===== config.mk =====
export PLATFORM = sky130hd
export DESIGN_NAME = es_stack_ctrl
export DESIGN_NICKNAME = d
export VERILOG_FILES = /design/src/rtl/es_ctrl_pkg.sv /design/src/rtl/es_pointer.sv /design/src/rtl/es_stack_ctrl.sv
export SDC_FILE = /design/constraint.sdc
export NUM_CORES = 1
export LEC_CHECK = 0
export ABC_AREA = 1
export CAP_MARGIN = 20
export CORE_MARGIN = 2
export CORE_UTILIZATION = 30
export DETAILED_ROUTE_END_ITERATION = 8
export PLACE_DENSITY = 0.54
export SLEW_MARGIN = 40
export SYNTH_ARGS = -nofsm -noshare
export SYNTH_HDL_FRONTEND = slang
export SYNTH_SLANG_ARGS = --single-unit

===== constraint.sdc =====
create_clock -name CLK -period 2.4 [get_ports CLK]
set_clock_uncertainty 0.15 [all_clocks]
set_input_delay 0.48 -clock CLK [delete_from_list [all_inputs] [get_ports CLK]]
set_output_delay 0.48 -clock CLK [all_outputs]
set_load 0.02 [all_outputs]

===== src/rtl/es_ctrl_pkg.sv =====
// Shared encodings for the expression-stack sequencer: command opcodes,
// pop-count selector and the FSM state set.
package es_ctrl_pkg;

  // ESOp command encodings
  localparam logic [1:0] ES_NOP  = 2'b00;
  localparam logic [1:0] ES_PUSH = 2'b01;
  localparam logic [1:0] ES_POP  = 2'b10;
  localparam logic [1:0] ES_DUP  = 2'b11;

  // popAmt encodings
  localparam logic POP_ONE = 1'b0;
  localparam logic POP_TWO = 1'b1;

  // Sequencer states, 3-bit encoding
  typedef enum logic [2:0] {
    S_IDLE    = 3'd0,
    S_PUSH    = 3'd1,
    S_POP_A   = 3'd2,
    S_POP_B   = 3'd3,
    S_POP_END = 3'd4,
    S_DUP_RD  = 3'd5,
    S_DUP_WR  = 3'd6
  } es_state_t;

endpackage


===== src/rtl/es_pointer.sv =====
// Stack pointer for the expression stack: occupancy register with
// inc1/dec1/dec2 controls, empty/full flags, and the command bounds check.
// Optional feature macro: ES_BOUNDS_CHECK_EN (compiles in the reject logic;
// without it reject is tied low and sp simply wraps modulo 2*DEPTH).
module es_pointer
  import es_ctrl_pkg::*;
#(
  parameter int DEPTH = 64,
  parameter int AW    = 6
) (
  input  logic        clk,
  input  logic        rst,
  input  logic        inc1,
  input  logic        dec1,
  input  logic        dec2,
  input  logic [1:0]  chk_op,
  input  logic        chk_pop_two,
  input  logic [1:0]  chk_dup_num,
  output logic [AW:0] sp,
  output logic        es_empty,
  output logic        es_full,
  output logic        reject
);

  localparam logic [AW:0] SP_ONE   = (AW+1)'(1);
  localparam logic [AW:0] SP_TWO   = (AW+1)'(2);
  localparam logic [AW:0] SP_DEPTH = (AW+1)'(DEPTH);

  logic [AW:0] sp_reg;

  // Occupancy register; at most one adjustment per cycle from the sequencer
  always_ff @(posedge clk or posedge rst) begin
    if (rst) begin
      sp_reg <= '0;
    end else if (inc1) begin
      sp_reg <= sp_reg + SP_ONE;
    end else if (dec1) begin
      sp_reg <= sp_reg - SP_ONE;
    end else if (dec2) begin
      sp_reg <= sp_reg - SP_TWO;
    end
  end

  assign sp       = sp_reg;
  assign es_empty = (sp_reg == '0);
  assign es_full  = (sp_reg == SP_DEPTH);

`ifdef ES_BOUNDS_CHECK_EN
  logic [AW:0] pop_cnt;
  logic [AW:0] dup_ext;

  assign pop_cnt = (chk_pop_two == POP_TWO) ? SP_TWO : SP_ONE;
  assign dup_ext = {{(AW-1){1'b0}}, chk_dup_num};

  // Reject commands that would overrun or underrun the stack
  always_comb begin
    reject = 1'b0;
    case (chk_op)
      ES_PUSH: reject = es_full;
      ES_POP:  reject = (pop_cnt > sp_reg);
      ES_DUP:  reject = es_full || (dup_ext >= sp_reg);
      default: reject = 1'b0;
    endcase
  end
`else
  logic chk_unused;
  assign chk_unused = ^{chk_op, chk_pop_two, chk_dup_num};
  assign reject     = 1'b0;
`endif

endmodule


===== src/rtl/es_stack_ctrl.sv =====
// Expression-stack sequencer: turns PUSH/POP/DUP commands into single-port
// stack RAM accesses (1-cycle read latency) and holds the popped operands.
// Optional feature macro: ES_BOUNDS_CHECK_EN (reject out-of-range commands
// and raise a sticky es_err; otherwise es_err is tied low).
module es_stack_ctrl
  import es_ctrl_pkg::*;
#(
  parameter int DATA_W = 16,
  parameter int DEPTH  = 64,
  parameter int AW     = 6
) (
  input  logic              CLK,
  input  logic              Reset,
  input  logic              ESAct,
  input  logic [1:0]        ESOp,
  input  logic              popAmt,
  input  logic [1:0]        dupNum,
  input  logic [DATA_W-1:0] push_data,
  output logic              es_ready,
  output logic              es_done,
  output logic [DATA_W-1:0] pop_a,
  output logic [DATA_W-1:0] pop_b,
  output logic [AW-1:0]     ram_addr,
  output logic              ram_we,
  output logic [DATA_W-1:0] ram_wdata,
  input  logic [DATA_W-1:0] ram_rdata,
  output logic [AW:0]       sp,
  output logic              es_empty,
  output logic              es_full,
  output logic              es_err
);

  localparam logic [AW-1:0] ADDR_ONE = AW'(1);
  localparam logic [AW-1:0] ADDR_TWO = AW'(2);

  es_state_t         state_reg, state_next;
  logic [1:0]        op_reg;
  logic              pop_two_reg;
  logic [1:0]        dup_num_reg;
  logic [DATA_W-1:0] push_data_reg;
  logic [DATA_W-1:0] pop_a_reg, pop_b_reg;

  logic              accept;
  logic              reject;
  logic              inc1, dec1, dec2;
  logic [AW-1:0]     sp_addr;
  logic [AW-1:0]     dup_ext;

  es_pointer #(.DEPTH(DEPTH), .AW(AW)) u_pointer (
    .clk         (CLK),
    .rst         (Reset),
    .inc1        (inc1),
    .dec1        (dec1),
    .dec2        (dec2),
    .chk_op      (ESOp),
    .chk_pop_two (popAmt),
    .chk_dup_num (dupNum),
    .sp          (sp),
    .es_empty    (es_empty),
    .es_full     (es_full),
    .reject      (reject)
  );

  assign accept  = ESAct && (state_reg == S_IDLE);
  assign sp_addr = sp[AW-1:0];
  assign dup_ext = {{(AW-2){1'b0}}, dup_num_reg};

  // State register
  always_ff @(posedge CLK or posedge Reset) begin
    if (Reset) state_reg <= S_IDLE;
    else       state_reg <= state_next;
  end

  // Latch the command at accept; a rejected command is demoted to a NOP
  always_ff @(posedge CLK or posedge Reset) begin
    if (Reset) begin
      op_reg        <= ES_NOP;
      pop_two_reg   <= POP_ONE;
      dup_num_reg   <= '0;
      push_data_reg <= '0;
    end else if (accept) begin
      op_reg        <= reject ? ES_NOP : ESOp;
      pop_two_reg   <= popAmt;
      dup_num_reg   <= dupNum;
      push_data_reg <= push_data;
    end
  end

  // Capture RAM read data into the operand registers during a POP
  always_ff @(posedge CLK or posedge Reset) begin
    if (Reset) begin
      pop_a_reg <= '0;
      pop_b_reg <= '0;
    end else if (state_reg == S_POP_B) begin
      pop_a_reg <= ram_rdata;
    end else if (state_reg == S_POP_END && op_reg == ES_POP) begin
      if (pop_two_reg == POP_TWO) pop_b_reg <= ram_rdata;
      else                        pop_a_reg <= ram_rdata;
    end
  end

  assign pop_a = pop_a_reg;
  assign pop_b = pop_b_reg;

  // Next state plus RAM drive and pointer controls, all decoded from state
  always_comb begin
    state_next = state_reg;
    es_ready   = 1'b0;
    es_done    = 1'b0;
    ram_we     = 1'b0;
    ram_addr   = '0;
    ram_wdata  = '0;
    inc1       = 1'b0;
    dec1       = 1'b0;
    dec2       = 1'b0;
    case (state_reg)
      S_IDLE: begin
        es_ready = 1'b1;
        if (ESAct) begin
          if (reject) begin
            state_next = S_POP_END;
          end else begin
            case (ESOp)
              ES_PUSH: state_next = S_PUSH;
              ES_POP:  state_next = S_POP_A;
              ES_DUP:  state_next = S_DUP_RD;
              default: state_next = S_POP_END;
            endcase
          end
        end
      end
      S_PUSH: begin
        es_done    = 1'b1;
        ram_we     = 1'b1;
        ram_addr   = sp_addr;
        ram_wdata  = push_data_reg;
        inc1       = 1'b1;
        state_next = S_IDLE;
      end
      S_POP_A: begin
        ram_addr   = sp_addr - ADDR_ONE;
        state_next = (pop_two_reg == POP_TWO) ? S_POP_B : S_POP_END;
      end
      S_POP_B: begin
        ram_addr   = sp_addr - ADDR_TWO;
        state_next = S_POP_END;
      end
      S_POP_END: begin
        es_done = 1'b1;
        if (op_reg == ES_POP) begin
          if (pop_two_reg == POP_TWO) dec2 = 1'b1;
          else                        dec1 = 1'b1;
        end
        state_next = S_IDLE;
      end
      S_DUP_RD: begin
        ram_addr   = sp_addr - ADDR_ONE - dup_ext;
        state_next = S_DUP_WR;
      end
      S_DUP_WR: begin
        es_done    = 1'b1;
        ram_we     = 1'b1;
        ram_addr   = sp_addr;
        ram_wdata  = ram_rdata;
        inc1       = 1'b1;
        state_next = S_IDLE;
      end
      default: state_next = S_IDLE;
    endcase
  end

`ifdef ES_BOUNDS_CHECK_EN
  logic err_reg;

  // Sticky bounds error, cleared only by reset
  always_ff @(posedge CLK or posedge Reset) begin
    if (Reset)                 err_reg <= 1'b0;
    else if (accept && reject) err_reg <= 1'b1;
  end

  assign es_err = err_reg;
`else
  assign es_err = 1'b0;
`endif

endmodule


Word-level counts from Yosys, hierarchy flattened
Cells that the tools add are included.

cells by class
  add/sub/neg operators = 6
  equality and inequality tests = 13
  multiplexer cells = 21
  bitwise logic cells = 1
  reductions and logical operators = 10

operators with widths
  cell                   number
  $mux W16               3
  $pmux W16 S2           1
  $pmux W6 S4            1
  $mux W7                3
  $pmux W3 S4            1
  $eq A3 B3 Y1 const B   3
  $mux W1                9
  $pmux W3 S3            1
  $add A7 B1 Y7 const B  1
  $eq A7 B7 Y1 const B   1
  $logic_not A7 Y1       1
  $sub A7 B1 Y7 const B  1
  $sub A7 B2 Y7 const B  1
  $eq A2 B2 Y1 const B   3
  $eq A3 B2 Y1 const B   2
  $mux W3                2
  $sub A6 B1 Y6 const B  1
  $sub A6 B2 Y6          1
  $sub A6 B2 Y6 const B  1
  $eq A3 B1 Y1 const B   1
  $logic_not A3 Y1       1
  $reduce_and A3 Y1      1
  $reduce_bool A3 Y1     1
  $reduce_or A3 Y1       1
  8 further kinds        9

storage, ports and cells
  flip-flop bits (word level) = 63
  bits of input ports = 40
  output and inout port bits = 67
  logic and storage cells = 59

Longest topological paths before layout
Gate-level depths: netlist of the first run.

  word-level depth = 6
  depth in mapped cells = 12
  mapped depth without buffers = 12

Hierarchy
From an unflattened synthesis of the first run, not the netlist that was laid out.

second synthesis, totals
  cell total of the unflattened synthesis = 460
  area, all modules = 3,686.0 µm²

modules (own cells, without submodules)
  module         instances  cells an instance  area an instance (µm²)  seq. area each (µm²)
  es_stack_ctrl  1          372                3,094.2                 1,401.3
  es_pointer     1          88                 591.8                   175.2

Worst setup path before layout of the first run
Ideal clock, no wire load.

  path kind = reg2out
  start point = register u_pointer.sp_reg[1], in the netlist u_pointer.sp[1]
  end point = output port ram_addr[4]
  data arrival time = 1,974 ps
  data required time = 1,770 ps
  slack = -204 ps
  cell stages (with the launch flop) = 10
  buffers on the path = 0
  cells stage by stage = dfrtp_1 -> inv_1 -> ha_1 -> inv_1 -> fa_1 -> nor2_1 -> nand2_1 -> nand2_1 -> nand3_1 -> nand2_1

on the way
  word-level cells in the longest chain between the ends = 3
  elaborated cells on any way between the ends = 4
  classes of those cells = 3 x add/sub; 1 x mux

RTL lines
  what                    RTL line                                    RTL
  from (decl)             es_pointer.sv:29                            logic [AW:0] sp_reg;
  from (signal assigned)  es_pointer.sv:36                            sp_reg <= sp_reg + SP_ONE;
  from (signal assigned)  es_pointer.sv:38                            sp_reg <= sp_reg - SP_ONE;
  from (signal assigned)  es_pointer.sv:40                            sp_reg <= sp_reg - SP_TWO;
  $sub A6 B1 Y6           es_stack_ctrl.sv:141, es_stack_ctrl.sv:157
  $sub A6 B2 Y6           es_stack_ctrl.sv:157                        ram_addr = sp_addr - ADDR_ONE - dup_ext;
  $pmux W6 S4 *           es_stack_ctrl.sv:116                        case (state_reg)
  to (decl)               es_stack_ctrl.sv:23                         output logic [AW-1:0] ram_addr,

Mark *: on every way between the ends. The rest lies on a longest branch, timed or not.

Worst setup path after layout of the first run
  start point = register u_pointer.sp_reg[0], in the netlist u_pointer.sp[0]
  end point = output port ram_addr[4]

The elaborated chain is that of the path after synthesis.

==> flow_metrics.env, run 1 <==
export IMPL_grt_pass1_vias=3412
export IMPL_worstSetupStartpointType="flip-flop"
export IMPL_antenna_found_initial=0
export IMPL_drc=0
export IMPL_synth_seq_cells=63
export IMPL_syn_inst=437
export IMPL_synth_top_cell_area_share_pct=43.93
export IMPL_cp_max_fo=3
export IMPL_syn_num_nets=488
export IMPL_ys_seq_area_share_pct=43.93
export IMPL_fp_dieH_um=113.4
export IMPL_drv_slew=0
export IMPL_drt_vias_per_instance=4.528
export IMPL_die_width_um=113.4
export IMPL_hold_viol_final=0
export IMPL_grt_usage_pct=17.26
export IMPL_hpwl_um=8286
export IMPL_clock_latency_ns=0.33
export IMPL_max_vdd_ir_drop_mv=0.7372
export IMPL_synthTopCellsByArea="dfrtp_1 44%, nand2_1 9.1%, inv_1 7.1%"
export IMPL_drive_above_1_share_pct=28.95
export IMPL_yosysMostFrequentCell="nand2_1"
export IMPL_synth_edff_count=0
export IMPL_ant_nets=0
export IMPL_area_growth_pct=53.42
export IMPL_relSlewSlack_pct=56.00
export IMPL_first_pass_iters=4
export IMPL_p_per_area_nw_per_um2=1471
export IMPL_finalSetupViolations=5
export IMPL_holdBufCountCts=0
export IMPL_grt_max_degree=37
export IMPL_cap_violations=0
export IMPL_worstPathRequired_ns=1.77
export IMPL_drt_iter0_markers=128
export IMPL_p_leak_nw=2.698
export IMPL_wirelength_um=10870
export IMPL_n_antenna_cell=0
export IMPL_fmax_mhz=373.4
export IMPL_ys_warnings_count=0
export IMPL_violations="setup timing"
export IMPL_io_buffers=105
export IMPL_async_flop_share_pct=100.0
export IMPL_num_rows=39
export IMPL_clkTransAtPathRegs_ns=0.06
export IMPL_cts_sinks=63
export IMPL_rsz0062_at_grt="true"
export IMPL_h_tree_depth=3
export IMPL_fill_cells=1183
export IMPL_worstSetupPathType="flip-flop to output port"
export IMPL_synthFlopType="dfrtp_1"
export IMPL_wl_per_cell_um=14.61
export IMPL_design_area_sq_um=5505
export IMPL_gp_congestion=0.8550
export IMPL_hp_class="input pin to async pin"
export IMPL_syn_avg_cell_area_sq_um=8.212
export IMPL_status="complete, but fails checks"
export IMPL_root_buffer="clkbuf_16"
export IMPL_netlist_area_sq_um=3588
export IMPL_fin_crit_sh_pct=111.6
export IMPL_tritoncts="yes"
export IMPL_pin_count=107
export IMPL_cts_made_buffers=9
export IMPL_synth_area_leader_cell="dfrtp_1"
export IMPL_fin_crit_ns=2.678
export IMPL_gr_total_overflow=0
export IMPL_tightest_slew_ns=0.6590
export IMPL_yosys_top_cells_count="87 x nand2_1, 68 x inv_1, 63 x dfrtp_1"
export IMPL_core_sq_um=11560
export IMPL_initial_core_util_pct=31.03
export IMPL_cp_arrival_ns=2.05
export IMPL_clockBufferDepth=2
export IMPL_critPathCaptureType="output port"
export IMPL_placed_cell_area_sq_um=5147
export IMPL_power_total_mw=8.098
export IMPL_dieArea_sq_um=12850
export IMPL_finalNetCount=647
export IMPL_worst_slack_ns=-0.2780
export IMPL_grt_pass1_wl_um=17220
export IMPL_vias=3369
export IMPL_yosysUniqueCellTypes=36
-- cells in the final DEF (no fill, tap or decap), types with 3 or more instances in the layout --
cell type,netlist,final
a21oi_2,14,14
buf_6,4,4
nor2_2,6,9
buf_4,1,58
buf_12,1,3
o21ai_0,8,5
o22ai_1,16,15
xor2_1,5,5
ha_4,0,3
inv_2,4,10
nand3_1,23,21
dfrtp_2,0,3
nand2_4,4,4
nand3_2,2,4
nand2_2,0,6
nor2_1,49,45
clkdlybuf4s50_1,0,78
inv_1,68,61
dfrtp_1,63,60
clkbuf_16,0,9
nand2_1,87,81
o21ai_2,14,14
ha_1,10,6
a21oi_1,23,23
nand4_1,5,5
clkdlybuf4s15_1,0,6
clkbuf_2,0,12
o21ai_1,4,7
-- logic make-up (layout without fill, tap and decap cells) --
logic type | Yosys count | after routing | share of synthesized area (%)
buffers and inverters | 90 | 254 | 11.61
other | 1 | 1 | 0.1045
AO/OA/AOI/OAI | 86 | 86 | 16.04
XOR/XNOR | 6 | 6 | 1.464
flip-flops | 63 | 63 | 43.93
adder cells (fa/ha/maj) | 11 | 11 | 4.045
multiplexers | 1 | 1 | 0.3138
AND/OR/NAND/NOR | 179 | 179 | 22.49
-- power breakdown --
part,internal (mW),switching (mW)
Combinational,2.16,2.78
Sequential,1.57,0.272
Clock,0.805,0.503
Total,4.54,3.56
-- critical path, cell delays in order (launching register included) --
cell and delay [ns]:
dfrtp_2 0.37, inv_2 0.05, ha_4 0.27, inv_4 0.05, fa_2 0.40, nor2_4 0.15
buf_6 0.11, nand3_2 0.07, nand3_2 0.08, nand2_2 0.05, buf_6 0.12
-- per-stage QoR --
stage	setup slack [ns]	cells	hold slack, ns	utilization [%]	setup TNS, ns
CTS	-0.2622	742	0.3199	47.44	-1.123
global route	-0.3650	744	0.3342	47.60	-1.667
detailed placement	-0.4921	723	0.3178	44.51	-3.017
floorplan	-0.001432	437	0.3088	-	-0.001432
global placement	-0.4390	723	0.3143	44.51	-2.734
finish	-0.2780	744	0.3020	47.60	-1.196
-- path summary, 6_finish.rpt --
check                                 from                to  slack (ns)  cells after the start
min reg2reg                       pop_b[6]          pop_b[6]        0.33                      2
min in group CLK                  pop_b[6]          pop_b[6]        0.33                      2
max                        u_pointer.sp[0]       ram_addr[4]       -0.28                     10
min                                  Reset   u_pointer.sp[3]        0.30                      2
max in group asynchronous            Reset  push_data_reg[9]        1.29                      3
max reg2reg                   state_reg[1]         pop_a[10]        0.51                      8
-- metal layers --
| layer | up-vias | wire, um | track usage, % |
|---|---|---|---|
| met3 | 19 | 362 | 3.666 |
| met5 | - | 0 | 0 |
| met1 | 1578 | 5052 | 22.70 |
| met4 | 0 | 227 | 7.236 |
| met2 | 68 | 5225 | 27.74 |
| li1 | 1704 | - | - |
-- repair_timing --
| action | CTS | global route |
|---|---|---|
| hold endpoints to repair | 0 | 0 |
| gates cloned | 0 | 0 |
| resized for setup | 70 | 45 |
| buffers inserted | 3 | 2 |
| setup endpoints to repair | 27 | 25 |
| pin swaps | 5 | 6 |
-- final cells by class --
cell class	instances	area [sq um]	share of cell area [%]
timing repair buffer	166	1480	26.89
clock buffer	9	225.2	4.091
sequential	63	1580	28.70
tap	143	178.9	3.250
multi-input combinational	284	1695	30.80
clock inverter	7	72.57	1.318
inverter	72	272.8	4.955
Note: power is estimated with default switching activity, not from simulation.
==> run 2, diff against run 1 <==
Settings changed: CORE_UTILIZATION 30 to 43, PLACE_DENSITY 0.54 to 0.71, SYNTH_HIERARCHICAL set to 1.
Clock period 2.4 ns to 3.4 ns, I/O delays scaled along.
==> run 2 against run 1 <==
The run now ends clean. Global-route usage grew 3.7 points. Via count shrank 1.3%. Register-to-register slack improved by 0.79 ns. Area after synthesis increased by 2.7%. Core utilization rose by 13 points. Hold slack improved by 0.036 ns. Clock power down 53%. Critical path type unchanged. Largest power group unchanged.
==> flow_metrics.env, run 2 <==
export IMPL_first_pass_iters=5
export IMPL_grt_usage_pct=20.93
export IMPL_synth_top_cell_area_share_pct=42.77
export IMPL_core_sq_um=8258
export IMPL_cts_made_buffers=9
export IMPL_dieArea_sq_um=9329
export IMPL_worstSetupPathType="flip-flop to output port"
export IMPL_layout_common_cells="103 x nand2_1, 100 x clkdlybuf4s50_1, 70 x inv_1"
export IMPL_synth_seq_cells=63
export IMPL_netlist_area_sq_um=3686
export IMPL_fin_crit_ns=3.263
export IMPL_ys_seq_area_share_pct=42.77
export IMPL_clockBufferDepth=2
export IMPL_fill_cells=767
export IMPL_cap_violations=0
export IMPL_num_rows=33
export IMPL_synth_mux_area_share_pct=0
export IMPL_syn_avg_cell_area_sq_um=8.013
export IMPL_met1_usage_pct=27.92
export IMPL_yosys_top_cells_count="103 x nand2_1, 72 x inv_1, 63 x dfrtp_1"
export IMPL_io_buffers=105
export IMPL_tritoncts="yes"
export IMPL_tightest_slew_ns=0.6857
export IMPL_cp_arrival_ns=2.43
export IMPL_drive_above_1_share_pct=13.64
export IMPL_instances_no_fill=677
export IMPL_finalNetCount=624
export IMPL_hpwl_um=6990
export IMPL_area_growth_pct=35.30
export IMPL_p_per_area_nw_per_um2=900.4
export IMPL_pre_cts_ws_ns=0.1586
export IMPL_n_antenna_cell=0
export IMPL_synth_area_leader_cell="dfrtp_1"
export IMPL_synth_edff_count=0
export IMPL_drc=0
export IMPL_clkTransAtPathRegs_ns=0.07
export IMPL_ys_warnings_count=6
export IMPL_grt_busiest_layer="met2"
export IMPL_synth_compound_area_share_pct=15.75
export IMPL_initial_core_util_pct=44.64
export IMPL_cts_sinks=63
export IMPL_h_tree_depth=3
export IMPL_yosysUniqueCellTypes=35
export IMPL_wirelength_um=9247
export IMPL_post_synth_and_or_nand_nor_area_fraction_pct=23.90
export IMPL_worstSetupStartpointType="flip-flop"
export IMPL_setup_tns_ns=0
export IMPL_worstPathRequired_ns=2.57
export IMPL_worst_slack_ns=0.1367
export IMPL_synthFlopType="dfrtp_1"
export IMPL_syn_num_nets=516
export IMPL_yosysMostFrequentCell="nand2_1"
export IMPL_pin_count=107
export IMPL_ant_nets=0
export IMPL_gp_congestion=0.8702
export IMPL_drt_iter0_markers=175
export IMPL_use_met2_pct=34.90
export IMPL_wl_per_cell_um=13.66
export IMPL_drt_vias_per_instance=4.910
export IMPL_synthTopCellsByArea="dfrtp_1 43%, nand2_1 10%, inv_1 7.3%"
export IMPL_grt_max_degree=57
export IMPL_synth_xor_area_share_pct=0.2376
export IMPL_gr_total_overflow=0
export IMPL_synth_top_family_by_area="simple AND/OR/NAND/NOR gates"
export IMPL_fin_crit_sh_pct=95.98
export IMPL_synthAdderAreaFrac_pct=5.635
export IMPL_hp_class="flip-flop to flip-flop"
export IMPL_hold_viol_final=0
export IMPL_met3_usage_pct=3.491
export IMPL_layout_commonest_cell="nand2_1"
export IMPL_async_flop_share_pct=100.0
export IMPL_grt_pass1_wl_um=15150
export IMPL_fp_dieH_um=96.59
export IMPL_root_buffer="clkbuf_8"
export IMPL_antenna_found_initial=0
export IMPL_clock_latency_ns=0.34
export IMPL_drv_slew=0
export IMPL_cp_max_fo=7
export IMPL_relSlewSlack_pct=54.28
export IMPL_critPathCaptureType="output port"
export IMPL_worst_hold_slack_ns=0.3376
export IMPL_status="completed"
export IMPL_vias=3324
export IMPL_grt_pass1_vias=3239
export IMPL_numPlacedInstances=661
export IMPL_fmax_mhz=306.4
export IMPL_max_vdd_ir_drop_mv=0.4216
export IMPL_finalSetupViolations=0
export IMPL_p_leak_nw=2.342
export IMPL_syn_inst=460
export IMPL_die_width_um=96.59
export IMPL_rsz0062_at_grt="false"
==> run 2: final timing paths <==
check / start / slack (ns) / end / cells past startpoint
min in group asynchronous: Reset / 0.51 / u_pointer/sp[3] / 2
worst min register to register: pop_b[6] / 0.34 / pop_b[6] / 2
worst min-delay path: pop_b[6] / 0.34 / pop_b[6] / 2
worst max-delay path: u_pointer/sp[1] / 0.14 / ram_addr[1] / 9
max in group asynchronous: Reset / 1.88 / dup_num_reg[1] / 3
worst max register to register: state_reg[0] / 1.30 / u_pointer/sp[5] / 12
==> run 2: layer usage <==
metal	vias to the layer above	part of all wire, %
met5	-	0
met4	0	1.6
met3	15	6.4
met2	107	46
met1	1524	46
li1	1678	-
==> run 2: what timing repair did <==
item / 4_1_cts / 5_1_grt
resized for setup: 6 / 2
setup endpoints to repair: 5 / 5
hold buffers: 0 / 0
setup buffers: 0 / 0
==> run 2: critical path, stage by stage (launching register included) <==
cell and delay (ns):
dfrtp_2 0.44, inv_2 0.12, ha_1 0.26, inv_1 0.10, fa_1 0.42, nand2_1 0.08
o21ai_0 0.08, a21oi_1 0.11, o21ai_0 0.14, dlygate4sd2_1 0.35
==> run 2: kinds of logic (layout without fill, tap and decap cells) <==
group	count (synthesis)	count (layout)
AND/OR/NAND/NOR	189	189
AO/OA/AOI/OAI	96	96
other	2	2
flip-flops	63	63
buffers and inverters	93	205
XOR/XNOR	1	1
adder cells (fa/ha/maj)	16	16
==> run 2: where the power goes <==
| part | internal [mW] | total, mW | switching [mW] |
|---|---|---|---|
| logic | 1.06 | 2.54 | 1.48 |
| registers | 1.10 | 1.34 | 0.239 |
| clock network | 0.333 | 0.613 | 0.280 |
| total | 2.49 | 4.49 | 2.00 |
==> run 2: final cells by class <==
cell class	count	area, sq um	share of cell area, %
clock buffers	11	131.4	2.634
inverters	78	295.3	5.921
well taps	105	131.4	2.634
multi-input cells	304	1685	33.79
repair buffers	112	1119	22.43
flip-flops and latches	63	1578	31.64
clock inverters	4	47.55	0.9533
==> run 2: per-stage QoR <==
step / total power, mW / utilization, % / instance area [sq um]
after floorplan: 2.939 / - / 3686
after global placement: 3.792 / 57.94 / 4785
after detailed placement: 3.870 / 57.94 / 4785
after CTS: 4.485 / 60.03 / 4957
after global routing: 4.868 / 60.39 / 4987
final: 4.490 / 60.39 / 4987
==> run 3, diff against run 2 <==
Settings changed: SYNTH_HIERARCHICAL 1 to unset.
==> run 3 against run 2 <==
Core utilization about the same. Cell area down 1.5%. Hold slack worse by 0.0056 ns. Total power up 12%. Global-route usage down 0.30 points. Sequential cell count unchanged. First-iteration DRC count up 8.0%. Highest routed layer unchanged. Via count down 1.4%. Non-clock buffer count unchanged. Clock power up 20%.
==> flow_metrics.env, run 3 (synthesis results as in run 1) <==
export IMPL_p_per_area_nw_per_um2=1019
export IMPL_path_delay_family="adder cells"
export IMPL_relSlewSlack_pct=56.91
export IMPL_cp_arrival_ns=2.37
export IMPL_wirelength_um=9276
export IMPL_tightest_slew_ns=0.6455
export IMPL_grt_pass1_vias=2910
export IMPL_crit_slowest_cell="fa_1"
export IMPL_placed_cell_area_sq_um=4690
export IMPL_critPathCaptureType="output port"
export IMPL_finalNetCount=593
export IMPL_r2r_slack_ns=1.52
export IMPL_r2r_start="state_reg[2]"
export IMPL_wl_per_cell_um=14.23
export IMPL_first_pass_iters=4
export IMPL_crit_reg2reg_capture="pop_a[6]"
export IMPL_hold_path_depth=2
export IMPL_antenna_found_initial=0
export IMPL_cts_sinks=63
export IMPL_design_area_sq_um=4913
export IMPL_grt_usage_pct=20.62
export IMPL_status="completed"
export IMPL_rsz0062_at_grt="false"
export IMPL_post_route_util_pct=60.41
export IMPL_clkTransAtPathRegs_ns=0.08
export IMPL_num_rows=33
export IMPL_crit_top_cell="nand2_1"
export IMPL_p_leak_nw=2.375
export IMPL_gp_congestion=0.9763
export IMPL_fp_dieH_um=95.35
export IMPL_critical_path_buf_inv_count=3
export IMPL_power_total_mw=5.007
export IMPL_fin_crit_sh_pct=94.00
export IMPL_path_cells="inv_2, ha_1, inv_2, fa_1, nor2_2, nand2_1, nand2_1, nand3_1, nand2_1, dlygate4sd2_1"
export IMPL_cap_violations=0
export IMPL_drt_vias_per_instance=5.025
export IMPL_die_width_um=95.35
export IMPL_fill_cells=742
export IMPL_gr_total_overflow=0
export IMPL_worstSetupStartpointType="flip-flop"
export IMPL_hpwl_um=7077
export IMPL_ant_nets=0
export IMPL_h_tree_depth=3
export IMPL_grt_pass1_wl_um=14400
export IMPL_grt_max_degree=64
export IMPL_worstSetupPathType="flip-flop to output port"
export IMPL_hold_viol_final=0
export IMPL_hp_start="pop_b[14]"
export IMPL_hp_class="flip-flop to flip-flop"
export IMPL_cp_max_fo=5
export IMPL_pin_count=107
export IMPL_drv_slew=0
export IMPL_rr_worst_depth=7
export IMPL_cts_made_buffers=9
export IMPL_clockBufferDepth=2
export IMPL_finalSetupViolations=0
export IMPL_area_growth_pct=36.92
export IMPL_hold_end="pop_b[14]"
export IMPL_drt_iter0_markers=189
export IMPL_tritoncts="yes"
export IMPL_fmax_mhz=312.9
export IMPL_root_buffer="clkbuf_8"
export IMPL_dieArea_sq_um=9092
export IMPL_clock_latency_ns=0.33
export IMPL_fin_crit_ns=3.196
export IMPL_drive_above_1_share_pct=13.71
export IMPL_vias=3276
export IMPL_setup_tns_ns=0
export IMPL_initial_core_util_pct=44.12
export IMPL_layout_common_cells="100 x clkdlybuf4s50_1, 87 x nand2_1, 65 x inv_1"
export IMPL_n_antenna_cell=0
export IMPL_io_buffers=105
export IMPL_worstPathRequired_ns=2.57
export IMPL_cpPeakStageDelay_ns=0.43
export IMPL_max_vdd_ir_drop_mv=0.6157
export IMPL_core_sq_um=8134
export IMPL_worst_hold_slack_ns=0.3320
export IMPL_drc=0
export IMPL_layout_commonest_cell="clkdlybuf4s50_1"
-- run 3: how the worst max path moves through the flow --
| stage | slack, ns | cells after the start | end | start |
|---|---|---|---|---|
| global route | 0.03 | 11 | ram_addr[3] | u_pointer.sp[1] |
| finish | 0.20 | 10 | ram_addr[4] | u_pointer.sp[1] |
| global placement | 0.32 | 10 | ram_addr[4] | u_pointer.sp[1] |
| CTS | 0.10 | 10 | ram_addr[4] | u_pointer.sp[1] |
| detailed placement | 0.21 | 10 | ram_addr[4] | u_pointer.sp[1] |
| floorplan | 0.60 | 9 | ram_addr[4] | u_pointer.sp[1] |
-- run 3: layer usage --
layer,vias up,part of all wire [%],track usage [%]
li1,1600,-,-
met1,1549,46,29.95
met2,105,47,31.51
met3,22,5.2,4.743
met4,0,2.1,4.469
met5,-,0,0
-- run 3: power by group --
group | switching, mW | total, mW | internal [mW]
clock | 0.311 | 0.733 | 0.421
sequential | 0.217 | 1.32 | 1.10
combinational | 1.74 | 2.95 | 1.21
-- run 3: tightest hold or removal path: cells and delay by family, from the launching register on --
family / cells / cell delay (ns)
flip-flops: 1 / 0.34
AND/OR/NAND/NOR: 1 / 0.06
AO/OA/AOI/OAI: 1 / 0.05
-- run 3: area by class of cell --
| type | instances | area [sq um] | area share, % |
|---|---|---|---|
| sequential | 63 | 1577 | 32.09 |
| inverter | 72 | 270.3 | 5.500 |
| tap | 105 | 131.4 | 2.674 |
| multi-input combinational | 284 | 1598 | 32.52 |
| clock buffer | 9 | 123.9 | 2.521 |
| clock inverter | 7 | 102.6 | 2.088 |
| timing repair buffer | 112 | 1111 | 22.61 |
-- run 3: metrics by stage --
stage          instances  setup WS, ns
2_1_floorplan        437        0.5963
3_3_place_gp         636        0.3152
3_5_place_dp         636        0.2069
4_1_cts              652        0.1040
5_1_grt              652       0.03360
6_report             652        0.2040
-- run 3: repair_timing --
action / CTS / global route
cloned: 0 / 0
setup endpoints to repair: 5 / 5
hold buffers: 0 / 0
setup buffers: 0 / 0
resized for setup: 5 / 4
pin swaps: 0 / 0
